===== config.mk =====
export PLATFORM = sky130hd
export DESIGN_NAME = branch_predict_unit
export DESIGN_NICKNAME = d
export VERILOG_FILES = /design/src/rtl/branch_predict_unit.sv
export SDC_FILE = /design/constraint.sdc
export NUM_CORES = 1
export LEC_CHECK = 0
export BUFFER_PORTS_ARGS = -buffer_cell sky130_fd_sc_hd__clkbuf_2
export CORE_ASPECT_RATIO = 1.4
export CORE_UTILIZATION = 50
export DETAILED_ROUTE_END_ITERATION = 10
export GPL_TIMING_DRIVEN = 1
export PLACE_DENSITY = 0.74
export SLEW_MARGIN = 5
export SYNTH_ARGS = -nofsm -noshare
export SYNTH_HDL_FRONTEND = slang
export SYNTH_SLANG_ARGS = --single-unit

===== constraint.sdc =====
create_clock -name i_clk -period 4.4 [get_ports i_clk]
set_clock_uncertainty 0.1 [all_clocks]
set_input_delay 0.44 -clock i_clk [delete_from_list [all_inputs] [get_ports i_clk]]
set_output_delay 0.44 -clock i_clk [all_outputs]
set_load 0.01 [all_outputs]

===== src/rtl/branch_predict_unit.sv =====
// Bimodal branch predictor: 2-bit saturating-counter BHT read at fetch, trained and resolved at execute.
// Optional macro BPU_PERF_CNT_EN adds branch and misprediction counters.
module branch_predict_unit #(
  parameter int         XLEN     = 32,
  parameter int         IDX_W    = 6,
  parameter logic [1:0] INIT_CNT = 2'b01
) (
  input  logic            i_clk,
  input  logic            i_rst_n,
  input  logic [XLEN-1:0] i_f_pc,
  output logic            o_f_pred_taken,
  input  logic            i_x_valid,
  input  logic            i_x_branch,
  input  logic            i_x_jump,
  input  logic            i_x_zero,
  input  logic            i_x_sig,
  input  logic [2:0]      i_x_funct3,
  input  logic [XLEN-1:0] i_x_pc,
  input  logic            i_x_pred_taken,
  output logic            o_x_taken,
  output logic            o_x_mispredict
`ifdef BPU_PERF_CNT_EN
  ,
  output logic [31:0]     o_br_count,
  output logic [31:0]     o_mispredict_count
`endif
);

  localparam int DEPTH = 1 << IDX_W;

  logic [1:0]       bht [DEPTH];
  logic [IDX_W-1:0] f_idx;
  logic [IDX_W-1:0] x_idx;
  logic             br_taken;
  logic             br_legal;
  logic             bht_update;

  assign f_idx = i_f_pc[IDX_W+1:2];
  assign x_idx = i_x_pc[IDX_W+1:2];

  // Untagged table: only the index bits of either PC matter.
  logic unused_pc_bits;
  assign unused_pc_bits = ^{i_f_pc[XLEN-1:IDX_W+2], i_f_pc[1:0],
                            i_x_pc[XLEN-1:IDX_W+2], i_x_pc[1:0]};

  // No bypass: a same-cycle update is only seen by the next lookup.
  assign o_f_pred_taken = bht[f_idx][1];

  always_comb begin
    br_taken = 1'b0;
    br_legal = 1'b1;
    case (i_x_funct3)
      3'd0:          br_taken = i_x_zero;
      3'd1:          br_taken = ~i_x_zero;
      3'd4, 3'd6:    br_taken = i_x_sig;
      3'd5, 3'd7:    br_taken = ~i_x_sig;
      default:       br_legal = 1'b0;
    endcase
  end

  always_comb begin
    o_x_taken = 1'b0;
    if (i_x_valid) begin
      if (i_x_branch)    o_x_taken = br_taken;
      else if (i_x_jump) o_x_taken = 1'b1;
    end
  end

  assign o_x_mispredict = i_x_valid && (i_x_branch || i_x_jump) &&
                          (o_x_taken != i_x_pred_taken);

  assign bht_update = i_x_valid && i_x_branch && br_legal;

  always_ff @(posedge i_clk or negedge i_rst_n) begin
    if (!i_rst_n) begin
      for (int i = 0; i < DEPTH; i++) bht[i] <= INIT_CNT;
    end else if (bht_update) begin
      if (br_taken && bht[x_idx] != 2'b11)
        bht[x_idx] <= bht[x_idx] + 2'b01;
      else if (!br_taken && bht[x_idx] != 2'b00)
        bht[x_idx] <= bht[x_idx] - 2'b01;
    end
  end

`ifdef BPU_PERF_CNT_EN
  always_ff @(posedge i_clk or negedge i_rst_n) begin
    if (!i_rst_n) begin
      o_br_count         <= '0;
      o_mispredict_count <= '0;
    end else begin
      if (i_x_valid && i_x_branch) o_br_count <= o_br_count + 32'd1;
      if (o_x_mispredict)          o_mispredict_count <= o_mispredict_count + 32'd1;
    end
  end
`endif

endmodule


==> metrics.md <==
| Metric | Value |
|---|---|
| RSZ-0062 raised after global routing | `false` |
| CTS Hold Bufs | `0` |
| CTS tree | `done` |
| Drt drc | `0` |
| Critical Path Stages | `15` |
| CTS max path bufs | `2` |
| Setup crit end kind | `register` |
| Largest net degree at the start of global routing | `86` |
| YS warnings | `0` |
| Peak VDD IR | `0.293 mV` |
| Core Footprint | `about 15000 um2` |
| Post-Syn Nets | `672` |
| Setup_tns | `0 ns` |
| Clock period minus worst slack | `3.84 ns` |
| Hold Path Class | `input port to asynchronous set/reset pin` |
| # Max-Cap Violations | `0` |
| Post-Syn Instances | `between 500 and 600` |
| DR iter-0 viols | `512` |
| Comb pwr share | `14.2%` |
| Layout cells sized above 1 | `53.4%` |
| I/O pins | `78` |
| Die ar. | `around 15000 um2` |
| PostCTS Resize Cnt | `0` |
| Psw | `0.000852 W` |
| Aggregate global routing overflow | `0` |
| Setup Viol. Count Final | `0` |
| Internal | `~0.0025 W` |
| # fillers | `approximately 1100` |
| DR pass1 iterations | `5` |
| Detailed-route via count | `5431` |
| Row cnt | `52` |
| Ant. Diodes | `0` |
| Layout area overhead | `12.9%` |
| DP HPWL | `around 14000 um` |
| Sequential share of the synthesized area | `43.9%` |
| Setup crit end | `bht[77]` |
| Starting density of the core | `51.6%` |
| Clock share of power | `roughly 45%` |
| Final Wtd Congestion | `roughly 0.93` |
| Post-CTS setup buffers | `0` |
| Static leakage | `3.54 nW` |
| Slew headroom | `27.9%` |
| Power Dens Cells | `395 nW/um2` |
| Worst-Margin Slew | `1.08 ns` |
| Unique masters post-synth | `slightly above 60` |
| Die Wd | `105 um` |
| Initial antenna violation count | `0` |
| Worst-case reg-to-reg path depth | `12` |
| Clk sinks | `between 100 and 150` |
| Clock slew at reported path FFs | `around 0.06 ns` |
| Commonest non-fill, non-tap cell in the layout | `mux2_2` |
| Total CTS buffers | `17` |
| Clock H-tree levels | `4` |
| First-pass GRT wire length | `about 32000 um` |
| Switch share | `25.5%` |
| CTS root buf | `clkbuf_16` |
| Routed Antenna Nets | `0` |
| Fin crit share | `between 80% and 90%` |
| Vias in the first global route | `5740` |
| Most frequent cells in the layout | `mux2_2 (139), dfstp_2 (64), dfrtp_1 (64), nand2_1 (33), buf_4 (30)` |
| Async SR Flop Fraction | `100%` |
| Detailed-route wire length per cell | `23.8 um` |
| Worst R2R Setup Slack | `0.68 ns` |
| R2r endpoint | `bht[71]` |
| Synth Register Bits | `128` |
| Seq pwr share | `41.2%` |
| Worst-path fanout max | `21` |
| Number of synthesized flops with an enable pin | `0` |
| Total power | `0.00334 W` |
| Port bufs | `25` |
| Post-Place Setup Slack | `0.234 ns` |
| DRT Wirelength | `19600 um` |
| Worst Path Required | `4.60 ns` |
| Clk_lat worst skew | `0.42 ns` |
| Final worst slack | `0.556 ns` |
| Max incr delay on CP | `0.49 ns` |
| Mapped Area | `7480 um2` |
| Primary FF master, synth | `dfstp_2` |
| Final core utilization | `58.2%` |
| FMAX | `260 MHz` |
| WS Path Type | `input port to register` |
| Total global-route track usage | `~27%` |
| Avg Cell Area, Syn | `12.6 um2` |
| CP Launch Type | `input port` |
| Crit. Startpoint | `i_x_pc[3]` |
| Status | `complete, no violations` |
| Final hold vios | `0` |
| Critical path arrival | `just over 4 ns` |
| Die extent in y | `~150 um` |
| Vias per cell | `6.58` |
| Critical-path top delay cell | `a211oi_1` |
| Final #Nets | `about 700` |
| Critical path, cell by cell | `clkbuf_2 -> buf_12 -> and3b_1 -> a221oi_1 -> o21ai_0 -> a211oi_1 -> and4_1 -> ha_1 -> inv_1 -> a221oi_1 -> a21o_1 -> buf_4 -> nor4_1 -> buf_4 -> mux2_2` |
| Slew Limit Fails | `0` |
| Buf/Inv on CP | `5` |
| Largest delay share family, worst path | `compound AO/OA/AOI/OAI gates` |
==> logic make-up (layout without fill, tap and decap cells) <==
family	after synthesis	count (layout)	share of synthesized area [%]
flops	128	128	43.9
mux	179	179	30.6
xor+xnor	4	4	0.468
buf+inv	53	95	4.42
simple gates	161	161	12.7
fa+ha+maj	2	2	0.335
compound gates	68	68	7.58
==> power by group through the flow <==
stage	logic (W)	registers, W	clock network (W)
finish	0.000474	0.00138	0.00149
global route	0.000507	0.00139	0.00156
CTS	0.000470	0.00137	0.00150
detailed placement	0.000467	0.00139	0
global placement	0.000451	0.00139	0
floorplan	0.000336	0.00136	0
==> how the worst min path moves through the flow <==
| stage | from | to | slack, ns | cells after the start |
|---|---|---|---|---|
| 3_5_place_dp | bht[7] | bht[7] | 0.41 | 1 |
| 2_1_floorplan | i_rst_n | bht[101] | 0.04 | 0 |
| 5_1_grt | i_rst_n | bht[95] | 0.21 | 1 |
| 3_3_place_gp | bht[49] | bht[49] | 0.40 | 1 |
| 4_1_cts | i_rst_n | bht[69] | 0.15 | 1 |
| 6_report | i_rst_n | bht[75] | 0.12 | 1 |
==> worst reg2reg max path, cell delays in order (launching register included) <==
cell      delay, ns
dfstp_2        0.54
nand2_1        0.07
mux4_2         0.47
a41oi_1        0.33
a211oi_1       0.20
and4_1         0.23
ha_1           0.19
inv_1          0.05
a221oi_1       0.06
a21o_1         0.20
buf_4          0.23
nor4_1         0.54
mux2_2         0.39
==> synthesized netlist by cell type (3+ instances only) <==
library cell,instances,area (um2)
nand2_1,33,124
a221oi_1,17,149
nor4_1,8,50.1
clkbuf_1,19,71.3
a22oi_1,9,67.6
dfstp_2,64,1680
inv_1,6,22.5
nand2b_1,4,25.0
nor2b_1,8,50.1
a21oi_1,6,30.0
nor4_2,13,163
nand3_1,17,85.1
and3b_1,5,43.8
nor3_1,27,135
mux2_2,139,1570
buf_2,11,55.1
or3_1,3,18.8
mux4_2,26,586
nand4_1,6,37.5
and4_1,3,26.3
buf_6,9,101
dfrtp_1,64,1600
o21ai_0,7,35.0
nor2_1,16,60.1
buf_4,3,22.5
o2bb2ai_1,4,35.0
mux2i_1,14,140
and2_1,3,18.8
==> stage by stage <==
step | hold slack [ns] | std cells | cell area, um2
after CTS | 0.151 | 826 | 8440
final | 0.123 | 826 | 8440
after global routing | 0.209 | 826 | 8440
after global placement | 0.404 | 794 | 7820
after floorplan | 0.0444 | 595 | 7480
after detailed placement | 0.412 | 794 | 7820
==> final cells by class <==
| type | count | area [um2] | area share, % |
|---|---|---|---|
| clock buffer | 22 | 464 | 5.50 |
| clock inverter | 10 | 159 | 1.88 |
| inverter | 6 | 22.5 | 0.267 |
| multi-input combinational | 414 | 3870 | 45.9 |
| sequential | 128 | 3280 | 38.9 |
| tap | 189 | 236 | 2.80 |
| timing repair buffer | 57 | 405 | 4.80 |
==> layer usage <==
layer  GRT usage [%]  routed length, um  share of wire [%]
met5               0                  0                  0
met3            5.15               1250                6.3
met4            18.2               1210                6.2
met1            32.3               7300                 37
met2            44.7               9870                 50
Power figures use the tool's default switching activity.
